$ cat src/rtl/systolic_feeder.sv
// Input skew feeder for an N x N systolic matrix-multiply array: buffers one A
// (row per beat) and one B (column per beat), then drives the skewed array edges.
module systolic_feeder #(
   parameter int N          = 4,
   parameter int DATA_WIDTH = 8
) (
   input  logic                    clk,
   input  logic                    rst_n,
   input  logic                    in_valid,
   output logic                    in_ready,
   input  logic [N*DATA_WIDTH-1:0] in_a,
   input  logic [N*DATA_WIDTH-1:0] in_b,
   output logic [N*DATA_WIDTH-1:0] a_edge,
   output logic [N*DATA_WIDTH-1:0] b_edge,
   output logic                    array_en,
   output logic                    busy,
   output logic                    done,
   output logic [1:0]              fsm_state
);

   localparam int W  = N * DATA_WIDTH;
   localparam int TW = $clog2(3 * N + 1);
   localparam int CW = $clog2(N);

   localparam logic [CW-1:0] CNT_LAST     = CW'(N - 1);
   localparam logic [TW-1:0] T_FEED_END   = TW'(2 * N - 2);
   localparam logic [TW-1:0] T_EN_LAST    = TW'(3 * N - 3);
   localparam logic [TW-1:0] T_FLUSH_END  = TW'(3 * N - 1);

   typedef enum logic [1:0] {
      S_LOAD  = 2'd0,
      S_FEED  = 2'd1,
      S_FLUSH = 2'd2,
      S_DONE  = 2'd3
   } state_t;

   state_t          state;
   logic [TW-1:0]   t;
   logic [TW-1:0]   t_nxt;
   logic [CW-1:0]   load_cnt;
   logic [W-1:0]    a_buf [N];
   logic [W-1:0]    b_buf [N];
   logic [W-1:0]    a_nxt;
   logic [W-1:0]    b_nxt;
   logic            accept;

   // Handshake: a load beat transfers on a rising clk edge where in_valid and
   // in_ready are both high; in_ready is a register and never looks at in_valid.
   assign accept    = in_valid && in_ready;
   assign fsm_state = state;

   // a_buf[k] holds row k of A, b_buf[k] holds column k of B; never reset.
   always_ff @(posedge clk) begin
      if (accept) begin
         a_buf[load_cnt] <= in_a;
         b_buf[load_cnt] <= in_b;
      end
   end

   // Edge values for the cycle being entered: lane i shows element t-i of its
   // buffered row/column, zero outside the diagonal band.
   always_comb begin
      t_nxt = (state == S_LOAD) ? '0 : t + 1'b1;
      a_nxt = '0;
      b_nxt = '0;
      for (int i = 0; i < N; i++) begin
         for (int m = 0; m < N; m++) begin
            if (int'(t_nxt) == i + m) begin
               a_nxt[i*DATA_WIDTH +: DATA_WIDTH] = a_buf[i][m*DATA_WIDTH +: DATA_WIDTH];
               b_nxt[i*DATA_WIDTH +: DATA_WIDTH] = b_buf[i][m*DATA_WIDTH +: DATA_WIDTH];
            end
         end
      end
   end

   always_ff @(posedge clk or negedge rst_n) begin
      if (!rst_n) begin
         state    <= S_LOAD;
         t        <= '0;
         load_cnt <= '0;
         in_ready <= 1'b0;
         a_edge   <= '0;
         b_edge   <= '0;
         array_en <= 1'b0;
         busy     <= 1'b0;
         done     <= 1'b0;
      end else begin
         case (state)
            S_LOAD: begin
               in_ready <= 1'b1;
               if (accept) begin
                  if (load_cnt == CNT_LAST) begin
                     state    <= S_FEED;
                     load_cnt <= '0;
                     t        <= '0;
                     in_ready <= 1'b0;
                     a_edge   <= a_nxt;
                     b_edge   <= b_nxt;
                     array_en <= 1'b1;
                     busy     <= 1'b1;
                  end else begin
                     load_cnt <= load_cnt + 1'b1;
                  end
               end
            end
            S_FEED: begin
               t        <= t_nxt;
               a_edge   <= a_nxt;
               b_edge   <= b_nxt;
               array_en <= (t_nxt <= T_EN_LAST);
               if (t == T_FEED_END) state <= S_FLUSH;
            end
            S_FLUSH: begin
               t        <= t_nxt;
               a_edge   <= '0;
               b_edge   <= '0;
               array_en <= (t_nxt <= T_EN_LAST);
               if (t == T_FLUSH_END) begin
                  state <= S_DONE;
                  busy  <= 1'b0;
                  done  <= 1'b1;
               end
            end
            S_DONE: begin
               state    <= S_LOAD;
               t        <= '0;
               done     <= 1'b0;
               in_ready <= 1'b1;
            end
            default: state <= S_LOAD;
         endcase
      end
   end

endmodule

$ cat config.mk
export PLATFORM = sky130hd
export DESIGN_NAME = systolic_feeder
export DESIGN_NICKNAME = d
export VERILOG_FILES = /design/src/rtl/systolic_feeder.sv
export SDC_FILE = /design/constraint.sdc
export NUM_CORES = 1
export LEC_CHECK = 0
export ABC_CLOCK_PERIOD_IN_PS = 7300
export BUFFER_PORTS_ARGS = -buffer_cell sky130_fd_sc_hd__buf_4
export CAP_MARGIN = 30
export CORE_MARGIN = 2
export CORE_UTILIZATION = 50
export DETAILED_ROUTE_END_ITERATION = 8
export PLACE_DENSITY_LB_ADDON = 0.08
export SLEW_MARGIN = 10
export SYNTH_ARGS = -nofsm -noshare
export SYNTH_HDL_FRONTEND = slang
export SYNTH_SLANG_ARGS = --single-unit
$ cat constraint.sdc
create_clock -name clk -period 7.3 [get_ports clk]
set_input_delay 1.095 -clock clk [delete_from_list [all_inputs] [get_ports clk]]
set_output_delay 1.095 -clock clk [all_outputs]
set_load 0.02 [all_outputs]
== Word-level counts from Yosys, hierarchy flattened ==
Memory sizes are Yosys's and may differ from the RTL's.
Cells that the tools add are included.
Storage, ports and cells
  logic and storage cells: 106
  input port bits: 67
  memories kept: 2
  memory bits (writable): 256
  flip-flop bits (word level): 76
Memories
  a_buf: words 4, bits a word 32, rd ports 4, clocked after Yosys merged registers in 0, write ports 1, line 41  | logic [W-1:0] a_buf [N];
  b_buf: words 4, bits a word 32, rd ports 4, clocked after Yosys merged registers in 0, write ports 1, line 42  | logic [W-1:0] b_buf [N];
Cells by class
  equal/unequal tests: 16
  add/sub/neg operators: 2
  magnitude comparators: 1
  reduce and logical (&&, ||, !) cells: 16
  muxes and demuxes: 60
Operators with widths (count)
  two-way mux 8 bit: 32
  one-hot mux 32 bit (3 select lines): 2
  two-way mux 32 bit: 4
  equality test 4 bit (second input constant): 4
  equality test 4 x 3 -> 1 bit (second input constant): 3
  two-way mux 4 bit: 3
  one-hot mux 4 bit (3 select lines): 1
  two-way mux 2 bit: 5
  two-way mux 1 bit: 8
  one-hot mux 1 bit (2 select lines): 4
  one-hot mux 2 bit (4 select lines): 1
  AND reduction 4 bit: 2
  nonzero test 2 bit: 4
  equality test 2 bit (second input constant): 3
  != test 2 bit (second input constant): 3
  AND reduction 2 bit: 3
  AND reduction 3 bit: 2
  adder 4 x 1 -> 4 bit (second input constant): 1
  equality test 4 x 2 -> 1 bit (second input constant): 1
  <= comparator 4 bit (second input constant): 1
  logical NOT 4 bit: 1
  nonzero test 3 bit: 1
  adder 2 x 1 -> 2 bit (second input constant): 1
  equality test 2 x 1 -> 1 bit (second input constant): 1
  4 further kinds: 4

== Logic depth before layout (Yosys ltp) ==
Gate-level depths: netlist of the first run.
  word-level depth: 10
  gate-level depth with buffers: 11
  gate-level depth less buffers: 7

== Worst setup path before layout of the first run ==
Ideal clock, no wire load.
  path type: input to register
  start point: input port in_valid
  end point: memory a_buf[0][0] (netlist name) (enable)
  data arrival time: 2.653 ns
  stages: 1
  library setup time: 0.429 ns
  path slack: 4.217 ns
  data required time: 6.871 ns
  cells stage by stage: and3_1
On the way
  longest elaborated chain between the ends: 3
RTL lines
  from (decl): line 9  | input logic in_valid,
  logical AND 1 bit: line 49  | assign accept = in_valid && in_ready;
  two-way mux 1 bit: line 54  | if (accept) begin
  two-way mux 1 bit (implied by the code): line 55  | a_buf[load_cnt] <= in_a;
  to (decl): line 41
No other way between the ends.

== Worst setup path after layout of the first run ==
  start point: register t[0]
  end point: register a_edge[10]
On the way
  longest elaborated chain between the ends: 10
  elaborated cells on any way between the ends: 13
RTL lines
  from (decl): line 38  | logic [TW-1:0] t;
  from (signal assigned): line 107  | t <= t_nxt;
  from (signal assigned): line 114  | t <= t_nxt;
  adder 4 x 1 -> 4 bit (*): line 63  | t_nxt = (state == S_LOAD) ? '0 : t + 1'b1;
  two-way mux 4 bit (*): line 63
  equality test 4 x 2 -> 1 bit: line 68  | if (int'(t_nxt) == i + m) begin
  two-way mux 8 bit (3 in a row): line 68
  two-way mux 8 bit (*): line 68
  two-way mux 32 bit: line 92  | if (load_cnt == CNT_LAST) begin
  two-way mux 32 bit: line 91  | if (accept) begin
  one-hot mux 32 bit (3 select lines) (*): line 88  | case (state)
  to (signal assigned): line 97  | a_edge <= a_nxt;
  to (signal assigned): line 108  | a_edge <= a_nxt;
  to (decl): line 13  | output logic [N*DATA_WIDTH-1:0] a_edge,
Mark *: on every way between the ends. The rest lies on a longest branch, timed or not. The select of a mux whose other input is x is not followed.
A chain may end at the register's enable or synchronous reset.

==> flow_metrics.env, run 1 <==
export IMPL_tightestPinTransition_ns=0.992
export IMPL_critPathMaxFanout=44
export IMPL_setup_tns_ns=0
export IMPL_critPathArrivalTime_ns=3.96
export IMPL_startpoint_type="register"
export IMPL_r2r_cells=10
export IMPL_yosys_area_share_xor_xnor_pct=0.135
export IMPL_gp_congestion=0.784
export IMPL_die_x_microns=165
export IMPL_grtUsageMet1_pct=37.5
export IMPL_slew_viol_final=0
export IMPL_yosysWarnings=0
export IMPL_postCtsSetupBuffers=0
export IMPL_fin_nets=1062
export IMPL_dp_hpwl_microns=19200
export IMPL_htree_levels=2
export IMPL_yosys_area_top_type_share_pct=59.3
export IMPL_fill_cells=1936
export IMPL_synth_fa_ha_area_share_pct=0.965
export IMPL_busiest_layer="met2"
export IMPL_cts_sinks=332
export IMPL_ctsResizeCount=0
export IMPL_dr_pass1_iters=5
export IMPL_reg2reg_slack_ns=3.74
export IMPL_fmax_mhz=281
export IMPL_first_global_vias=7877
export IMPL_postSynth_asyncResetShare_pct=22.9
export IMPL_avgSynthCellArea_sq_um=15.3
export IMPL_hp_class="reg2reg"
export IMPL_die_area_sq_um=27200
export IMPL_synth_seq_area_share_pct=74.0
export IMPL_path_clk_slew_ns=0.06
export IMPL_p_per_area_nw_per_um2=451
export IMPL_synthFlopType="edfxtp_1"
export IMPL_p_leak_nw=5.68
export IMPL_grt_use_met2_pct=37.9
export IMPL_row_count=58
export IMPL_drc=0
export IMPL_crit_start="t[0]$_DFFE_PN0P_"
export IMPL_cts_buffers=34
export IMPL_detail_route_antenna_nets=0
export IMPL_timing_rr_end="a_edge[10]$_DFFE_PN0P_"
export IMPL_crit_required_ns=7.70
export IMPL_slew_headroom_pct=33.6
export IMPL_drtIter0Drc=996
export IMPL_antenna_found_initial=0
export IMPL_ys_top_cells_by_count="256 x edfxtp_1, 88 x nand2_1, 76 x dfrtp_1"
export IMPL_start_util_pct=51.2
export IMPL_multiInputGateArea_sq_um=3020
export IMPL_outcome="complete, no violations"
export IMPL_end_kind="register"
export IMPL_cp_endpoint="a_edge[10]$_DFFE_PN0P_"
export IMPL_maxCapViolations=0
export IMPL_use_met3_pct=4.70
export IMPL_synth_edf_count=256
export IMPL_ir_drop_uv=340
export IMPL_ctsLongestPathBuffers=3
export IMPL_clock_skew_ns=0.0135
export IMPL_synthMuxAreaShare_pct=0.174
export IMPL_synth_compound_area_share_pct=15.2
export IMPL_finalHoldViolCount=0
export IMPL_syn_to_final_growth_pct=18.8
export IMPL_drive_above_1_share_pct=24.1
export IMPL_ios=137
export IMPL_syn_area_sq_um=13000
export IMPL_worstSetupPathType="reg2reg"
export IMPL_gr_total_overflow=0
export IMPL_seq_area_sq_um=9590
export IMPL_grt_max_degree=65
export IMPL_synth_top_family_by_area="compound AO/OA/AOI/OAI gates"
export IMPL_synth_area_top_cells="edfxtp_1 59%, dfrtp_1 15%, nand2_1 2.5%"
export IMPL_synth_seq_cells=332
export IMPL_grt_usage_pct=24.9
export IMPL_n_antenna_cell=0
export IMPL_core_area_sq_um=25300
export IMPL_yosys_area_share_simple_pct=6.62
export IMPL_yosysMostFrequentCell="edfxtp_1"
export IMPL_synth_distinct_cells=55
export IMPL_fin_total_pwr_w=0.00694
export IMPL_cts_tree="done"
export IMPL_clockRootBuffer="clkbuf_16"
export IMPL_rsz0062_at_grt="no"
export IMPL_wire_per_inst_microns=24.8
export IMPL_io_buffers=136
export IMPL_via_per_inst=6.08
export IMPL_yosys_area_top_type="edfxtp_1"
export IMPL_worstSkewPairLatency_ns=0.51
export IMPL_timing_final_crit_share_pct=48.8
export IMPL_syn_nets=926
export IMPL_vias=8159
export IMPL_setup_viol=0
export IMPL_grt_pass1_wl_microns=49500
export IMPL_period_needed_ns=3.56
export IMPL_die_h_microns=165
export IMPL_wl_microns=33200
export IMPL_hold_buffers=0
export IMPL_synthCells=849
export IMPL_worstReg2RegStart="t[0]$_DFFE_PN0P_"
==> kinds of logic after synthesis <==
family                   Yosys count
AO/OA/AOI/OAI                    255
XOR/XNOR                           2
adder cells (fa/ha/maj)           10
buffers and inverters             69
flip-flops                       332
multiplexers                       2
AND/OR/NAND/NOR                  179
==> per-stage QoR <==
stage / instance area, sq um / worst slack, ns / utilization [%] / hold WS, ns / std cells
2_1_floorplan: 13000 / 4.22 / - / 0.472 / 849
6_report: 15400 / 3.74 / 60.8 / 0.491 / 1341
3_3_place_gp: 14200 / 3.82 / 56.1 / 0.464 / 1275
5_1_grt: 15400 / 3.52 / 60.8 / 0.517 / 1341
4_1_cts: 15400 / 3.72 / 60.7 / 0.493 / 1340
3_5_place_dp: 14300 / 3.71 / 56.4 / 0.472 / 1278
==> per-layer routing <==
metal	vias up	routed length [microns]
met5	-	0
met4	0	596
met3	49	3070
met2	405	15400
met1	4099	14200
li1	3606	-
==> worst max-delay path, cell delays in order (launching register included) <==
cell and delay (ns):
dfrtp_1 0.32, buf_4 0.46, inv_1 0.18, ha_1 0.59, inv_1 0.09, buf_4 0.25
o211a_1 0.19, a32oi_2 0.64, buf_4 0.34, o21ai_0 0.13, a32o_1 0.25
==> worst min path at each step <==
stage,startpoint,endpoint,cells past startpoint
after floorplan,a_buf[2][24]$_DFFE_PP_,a_edge[16]$_DFFE_PN0P_,2
after global placement,a_edge[2]$_DFFE_PN0P_,a_edge[2]$_DFFE_PN0P_,2
after detailed placement,b_edge[1]$_DFFE_PN0P_,b_edge[1]$_DFFE_PN0P_,2
after CTS,a_edge[3]$_DFFE_PN0P_,a_edge[3]$_DFFE_PN0P_,2
after global routing,b_buf[2][25]$_DFFE_PP_,b_edge[17]$_DFFE_PN0P_,2
final,a_edge[3]$_DFFE_PN0P_,a_edge[3]$_DFFE_PN0P_,2
==> area by class of cell <==
type	count	share of cell area, %
inverters	13	0.317
clock buffers	45	6.47
repair buffers	156	7.97
well taps	330	2.68
multi-input cells	448	19.6
clock inverters	17	0.683
flip-flops and latches	332	62.3
==> cells in the final DEF (no fill, tap or decap), types with 6 or more instances in the layout <==
cell type and count:
a21o_1 17, nand2_1 88, edfxtp_1 256, nand3_1 7, clkinv_2 9, o21a_1 15
clkbuf_16 37, buf_4 152, a22oi_2 9, o31ai_1 16, ha_1 10, inv_1 12
a211oi_1 16, dfrtp_1 76, clkinv_1 6, nand2b_1 32, o21ai_0 33, o221ai_1 16
o22ai_1 17, a222oi_1 32, a22oi_1 22, o21ai_1 14, a21oi_1 19, nor2_1 25
a32o_1 15
==> power breakdown <==
part           switching [W]  leakage, nW  total, W  internal, W
logic                0.00165         1.80   0.00250     0.000846
registers           0.000199         3.34   0.00274      0.00254
clock network       0.000704        0.548   0.00170     0.000996
total                0.00256         5.68   0.00694      0.00438
==> flip-flops by register name (all words and copies together) (netlist names), 2 cells and up <==
| register | cells |
|---|---|
| a_buf | 128 |
| load_cnt | 2 |
| t | 4 |
| b_buf | 128 |
| fsm_state | 2 |
| a_edge | 32 |
| b_edge | 32 |
Note: power is estimated with default switching activity, not from simulation.
==> run 2: changes to the inputs <==
--- a/config.mk
+++ b/config.mk
@@ -5,7 +5,8 @@
 export SDC_FILE = /design/constraint.sdc
 export NUM_CORES = 1
 export LEC_CHECK = 0
-export ABC_CLOCK_PERIOD_IN_PS = 7300
+export ABC_AREA = 1
+export ABC_CLOCK_PERIOD_IN_PS = 3300
 export BUFFER_PORTS_ARGS = -buffer_cell sky130_fd_sc_hd__buf_4
 export CAP_MARGIN = 30
 export CORE_MARGIN = 2
==> constraint.sdc (replaced) <==
create_clock -name clk -period 3.3 [get_ports clk]
set_input_delay 0.495 -clock clk [delete_from_list [all_inputs] [get_ports clk]]
set_output_delay 0.495 -clock clk [all_outputs]
set_load 0.02 [all_outputs]
==> run 2 against run 1 <==
Clock-buffer cell count up 10. Largest power group is now combinational cells. Combinational power increased to 2.7 times the previous value. Global-route usage rose by 1.7 points. Highest routed layer unchanged. Critical endpoint is now a_edge[11]$_DFFE_PN0P_.
==> flow_metrics.env, run 2 <==
export IMPL_outcome="complete, no violations"
export IMPL_setup_tns_ns=0
export IMPL_cts_sinks=332
export IMPL_vias=9621
export IMPL_most_common_layout_cells="256 x edfxtp_1, 251 x nand2_1, 177 x nand4_1"
export IMPL_ys_top_cells_by_count="256 x edfxtp_1, 251 x nand2_1, 177 x nand4_1"
export IMPL_fill_cells=2191
export IMPL_yosysWarnings=0
export IMPL_wire_per_inst_microns=22.8
export IMPL_cts_tree="done"
export IMPL_fin_area_sq_um=16400
export IMPL_worstSkewPairLatency_ns=0.53
export IMPL_grt_max_degree=129
export IMPL_p_switching_w=0.00672
export IMPL_ctsResizeCount=0
export IMPL_synth_distinct_cells=26
export IMPL_rsz0062_at_grt="no"
export IMPL_final_common_cell="edfxtp_1"
export IMPL_drive_above_1_share_pct=18.2
export IMPL_path_clk_slew_ns=0.07
export IMPL_detail_route_antenna_nets=0
export IMPL_synth_seq_cells=332
export IMPL_p_leak_nw=6.93
export IMPL_postSynth_asyncResetShare_pct=22.9
export IMPL_drc=0
export IMPL_postCtsSetupBuffers=0
export IMPL_fin_nets=1362
export IMPL_grt_pass1_wl_microns=57100
export IMPL_fin_total_pwr_w=0.0167
export IMPL_die_h_microns=169
export IMPL_cp_slowest_cell="dfrtp_1"
export IMPL_p_seq_share_pct=36.1
export IMPL_dp_hpwl_microns=24100
export IMPL_syn_to_final_growth_pct=19.9
export IMPL_htree_levels=2
export IMPL_ir_drop_uv=544
export IMPL_yosys_area_top_type="edfxtp_1"
export IMPL_die_x_microns=169
export IMPL_cts_buffers=37
export IMPL_row_count=60
export IMPL_grt_usage_pct=26.6
export IMPL_placed_cell_area_sq_um=15200
export IMPL_maxCapViolations=0
export IMPL_dr_pass1_iters=5
export IMPL_end_kind="register"
export IMPL_period_needed_ns=2.75
export IMPL_worstSetupPathType="reg2reg"
export IMPL_stdcell_count=1655
export IMPL_die_area_sq_um=28700
export IMPL_n_antenna_cell=0
export IMPL_gr_total_overflow=0
export IMPL_via_per_inst=5.81
export IMPL_startpoint_type="register"
export IMPL_ctsLongestPathBuffers=3
export IMPL_p_per_area_nw_per_um2=1020
export IMPL_first_global_vias=8969
export IMPL_drtIter0Drc=1170
export IMPL_slowest_delay_ns=0.41
export IMPL_synthFlopType="edfxtp_1"
export IMPL_yosys_area_top_type_share_pct=56.1
export IMPL_crit_top_cell="nand2_1"
export IMPL_hold_buffers=1
export IMPL_timing_final_crit_share_pct=83.4
export IMPL_synth_area_top_cells="edfxtp_1 56%, dfrtp_1 14%, nand4_1 8.1%"
export IMPL_dp_cells=1585
export IMPL_crit_required_ns=3.72
export IMPL_clockRootBuffer="clkbuf_16"
export IMPL_tightestPinTransition_ns=0.781
export IMPL_start_util_pct=50.8
export IMPL_synthCells=1162
export IMPL_path_cells="inv_1 > ha_1 > inv_2 > nand3_4 > nand3_1 > nand2_1 > inv_2 > nand3_1 > nand2_1 > nand2_1"
export IMPL_hp_class="in2reg"
export IMPL_core_area_sq_um=27000
export IMPL_gp_congestion=0.899
export IMPL_yosysMostFrequentCell="edfxtp_1"
export IMPL_clkPwrFrac_pct=24.3
export IMPL_io_buffers=136
export IMPL_synth_seq_area_share_pct=70.0
export IMPL_slew_headroom_pct=47.9
export IMPL_slew_viol_final=0
export IMPL_critPathArrivalTime_ns=3.17
export IMPL_syn_area_sq_um=13700
export IMPL_power_frac_comb_pct=39.6
export IMPL_synth_edf_count=256
export IMPL_setup_viol=0
export IMPL_finalHoldViolCount=0
export IMPL_critPathMaxFanout=26
export IMPL_syn_nets=1239
export IMPL_avgSynthCellArea_sq_um=11.8
export IMPL_largest_registers="a_buf: 128 flops, b_buf: 128 flops"
export IMPL_internal_power_w=0.0100
export IMPL_wl_microns=37800
export IMPL_fmax_mhz=363
export IMPL_ios=137
export IMPL_antenna_found_initial=0
export IMPL_switching_share_pct=40.1
export IMPL_clock_skew_ns=0.0200
==> run 2: layout make-up <==
type                       count  area (sq um)  area share [%]
tap                          341           427            2.60
timing repair buffer         172          1450            8.84
multi-input combinational    642          3380            20.6
clock inverter                13           110           0.671
inverter                     100           375            2.29
sequential                   332          9590            58.4
clock buffer                  55          1090            6.63
==> run 2: per-stage QoR <==
stage	utilization, %	worst slack (ns)	hold WS (ns)
after global routing	60.9	0.331	0.160
after CTS	60.8	0.562	0.164
after floorplan	-	-0.511	0.199
final	60.9	0.549	0.172
after detailed placement	56.3	0.549	0.466
after global placement	56.3	0.612	0.465
==> run 2: path summary, 6_finish.rpt <==
check	start	to	slack, ns	depth (start not counted)
setup / recovery	fsm_state[0]$_DFFE_PN0P_	a_edge[11]$_DFFE_PN0P_	0.55	10
hold / removal	in_a[26]	a_buf[1][26]$_DFFE_PP_	0.17	1
setup reg to reg	fsm_state[0]$_DFFE_PN0P_	a_edge[11]$_DFFE_PN0P_	0.55	10
hold reg to reg	a_edge[1]$_DFFE_PN0P_	a_edge[1]$_DFFE_PN0P_	0.48	2
max in group asynchronous	rst_n	a_edge[18]$_DFFE_PN0P_	2.19	3
min in group asynchronous	rst_n	load_cnt[0]$_DFFE_PN0P_	0.51	2
==> run 2: cells by family after synthesis <==
group / Yosys count / share of synthesized area (%)
AOI/OAI and AO/OA: 97 / 4.52
DFF: 332 / 70.0
and+or+nand+nor: 535 / 18.8
buffers and inverters: 188 / 5.71
adders and majority gates: 10 / 0.914
==> run 2: metal layers <==
layer | track usage [%] | part of all wire [%] | routed length [microns] | vias up
met5 | 0 | 0 | 0 | -
met4 | 5.57 | 1.7 | 655 | 0
met3 | 6.72 | 9.6 | 3640 | 53
met2 | 35.8 | 41 | 15600 | 459
met1 | 43.4 | 47 | 17900 | 4658
li1 | - | - | - | 4451
==> run 2: power groups by stage <==
stage               registers (W)  clock network (W)  logic (W)
floorplan                 0.00652                  0    0.00340
global placement          0.00611                  0    0.00646
detailed placement        0.00613                  0    0.00651
CTS                       0.00605            0.00410    0.00655
global route              0.00613            0.00427    0.00723
finish                    0.00604            0.00407    0.00663
==> run 2: critical path, delay by kind of cell (launching register included) <==
kind,cells,cell delay (ns)
DFF,1,0.41
and+or+nand+nor,6,1.27
adders and majority gates,1,0.33
buffers and inverters,3,0.64
==> run 3: changes to the inputs <==
--- a/config.mk
+++ b/config.mk
@@ -5,8 +5,8 @@
 export SDC_FILE = /design/constraint.sdc
 export NUM_CORES = 1
 export LEC_CHECK = 0
-export ABC_AREA = 1
-export ABC_CLOCK_PERIOD_IN_PS = 3300
+export ABC_AREA = 0
+export ABC_CLOCK_PERIOD_IN_PS = 2300
 export BUFFER_PORTS_ARGS = -buffer_cell sky130_fd_sc_hd__buf_4
 export CAP_MARGIN = 30
 export CORE_MARGIN = 2
==> constraint.sdc (replaced) <==
create_clock -name clk -period 2.3 [get_ports clk]
set_input_delay 0.345 -clock clk [delete_from_list [all_inputs] [get_ports clk]]
set_output_delay 0.345 -clock clk [all_outputs]
set_load 0.02 [all_outputs]
==> run 3 against run 2 <==
Sequential power grew 44%. Final cell count down 16%. Sequential share of layout area rose by 1.9 points. Critical path depth decreased by 1. Core utilization increased by 1.9 points. Fmax increased by 28%. Worst setup slack worse by 0.40 ns. Routed wire length is 9.0% lower. Clock power rose by 37%. Combinational power increased by 33%. Global-route usage is 0.80 points lower. Critical endpoint is now b_edge[22]$_DFFE_PN0P_. Largest cell class unchanged. Highest routed layer unchanged.
==> flow_metrics.env, run 3 (synthesized netlist as in run 1, its figures left out) <==
export IMPL_outcome="complete, no violations"
export IMPL_worstSetupPathType="reg2reg"
export IMPL_grt_pass1_wl_microns=51000
export IMPL_io_buffers=136
export IMPL_crit_required_ns=2.73
export IMPL_fin_area_sq_um=15900
export IMPL_fmax_mhz=465
export IMPL_gp_congestion=0.796
export IMPL_slew_headroom_pct=66.3
export IMPL_path_clk_slew_ns=0.06
export IMPL_worstSkewPairLatency_ns=0.51
export IMPL_grt_usage_pct=25.8
export IMPL_finalHoldViolCount=0
export IMPL_die_h_microns=165
export IMPL_dr_pass1_iters=7
export IMPL_rsz0062_at_grt="no"
export IMPL_hold_path_depth=1
export IMPL_syn_to_final_growth_pct=22.7
export IMPL_maxCapViolations=0
export IMPL_first_global_vias=8167
export IMPL_dp_slack_ns=0.0869
export IMPL_timing_rr_end="b_edge[22]$_DFFE_PN0P_"
export IMPL_clockRootBuffer="clkbuf_16"
export IMPL_core_area_sq_um=25300
export IMPL_cts_buffers=36
export IMPL_critPathMaxFanout=9
export IMPL_drive_above_1_share_pct=27.2
export IMPL_postCtsSetupBuffers=0
export IMPL_wire_per_inst_microns=24.8
export IMPL_grt_max_degree=77
export IMPL_final_common_cell="edfxtp_1"
export IMPL_end_kind="register"
export IMPL_holdCritStartpoint="in_a[20]"
export IMPL_dp_cells=1321
export IMPL_r2r_cells=9
export IMPL_ios=137
export IMPL_drc=0
export IMPL_tightestPinTransition_ns=0.505
export IMPL_setup_viol=0
export IMPL_dp_hpwl_microns=21100
export IMPL_hold_path_end="a_buf[0][20]$_DFFE_PP_"
export IMPL_die_x_microns=165
export IMPL_ctsLongestPathBuffers=3
export IMPL_via_per_inst=6.08
export IMPL_vias=8430
export IMPL_wl_microns=34400
export IMPL_most_common_layout_cells="256 x edfxtp_1, 183 x buf_4, 88 x nand2_1"
export IMPL_fin_ws_ns=0.151
export IMPL_hp_class="in2reg"
export IMPL_startpoint_type="register"
export IMPL_critPathArrivalTime_ns=2.58
export IMPL_drtIter0Drc=986
export IMPL_fin_nets=1107
export IMPL_cts_sinks=332
export IMPL_gr_total_overflow=0
export IMPL_timing_final_crit_share_pct=93.4
export IMPL_row_count=58
export IMPL_reg2reg_slack_ns=0.15
export IMPL_antenna_found_initial=0
export IMPL_n_antenna_cell=0
export IMPL_period_needed_ns=2.15
export IMPL_start_util_pct=51.2
export IMPL_slew_viol_final=0
export IMPL_htree_levels=2
export IMPL_cts_tree="done"
export IMPL_ir_drop_uv=995
export IMPL_p_leak_nw=5.94
export IMPL_die_area_sq_um=27200
export IMPL_largest_registers="a_buf: 128 flops, b_buf: 128 flops"
export IMPL_worstReg2RegStart="fsm_state[0]$_DFFE_PN0P_"
export IMPL_clock_skew_ns=0.0110
export IMPL_fin_total_pwr_w=0.0231
export IMPL_setup_tns_ns=0
export IMPL_detail_route_antenna_nets=0
export IMPL_stdcell_count=1387
export IMPL_placed_cell_area_sq_um=14700
export IMPL_p_per_area_nw_per_um2=1450
==> run 3: cell count changes in the layout (fill, tap and decap cells not counted), sizes merged, moves of 17 or more <==
cell	delta
nand2b	+33
a222oi	+32
nand2	-161
o31ai	+17
nand4	-177
o2111ai	-31
nand3	-48
inv	-88
a21o	+17
buf	+27
nor2	-21
a22oi	+31
==> run 3: report_power, final <==
group | switching, W | leakage, nW | total, W | internal [W]
combinational | 0.00551 | 2.04 | 0.00884 | 0.00333
clock | 0.00224 | 0.559 | 0.00558 | 0.00333
sequential | 0.000659 | 3.34 | 0.00871 | 0.00805
total | 0.00841 | 5.94 | 0.0231 | 0.0147
==> run 3: layout make-up <==
cell class	instances	area [sq um]
sequential	332	9590
fill	1921	9420
multi-input combinational	448	3020
timing repair buffer	199	1680
clock buffer	56	1040
tap	330	413
clock inverter	9	113
inverter	13	52.6
==> run 3: worst max-delay path: stages (launching register included) <==
cell	delay, ns
dfrtp_1	0.38
buf_4	0.15
ha_1	0.26
nor2_1	0.11
buf_4	0.14
a21boi_2	0.29
and3_1	0.23
buf_4	0.23
a222oi_1	0.10
a21oi_1	0.16
==> run 3: worst max path at each step <==
stage,from,to,slack (ns),depth (start not counted)
after CTS,t[0]$_DFFE_PN0P_,a_edge[1]$_DFFE_PN0P_,0.08,7
after floorplan,t[0]$_DFFE_PN0P_,a_edge[7]$_DFFE_PN0P_,0.08,10
after detailed placement,t[0]$_DFFE_PN0P_,a_edge[6]$_DFFE_PN0P_,0.09,7
after global routing,t[0]$_DFFE_PN0P_,b_edge[9]$_DFFE_PN0P_,0.03,9
final,fsm_state[0]$_DFFE_PN0P_,b_edge[22]$_DFFE_PN0P_,0.15,9
after global placement,fsm_state[0]$_DFFE_PN0P_,b_edge[20]$_DFFE_PN0P_,0.19,9
==> run 3: timing repair <==
| item | 4_1_cts | 5_1_grt |
|---|---|---|
| hold endpoints to repair | 76 | 0 |
| hold buffers | 1 | 0 |
| resized for setup | 0 | 3 |
| setup endpoints to repair | 0 | 22 |
==> run 3: routing by layer <==
layer	track usage [%]	share of wire, %	up-vias
li1	-	-	3689
met1	36.9	41	4214
met2	40.9	47	448
met3	4.27	9.0	79
met4	8.10	2.9	0
met5	0	0	-
==> run 3: stage by stage <==
step                      hold WS [ns]  utilization [%]
after floorplan                 0.0494                -
after global placement           0.443             58.2
after detailed placement         0.433             58.2
after CTS                       0.0338             62.8
after global routing            0.0310             62.8
final                           0.0423             62.8
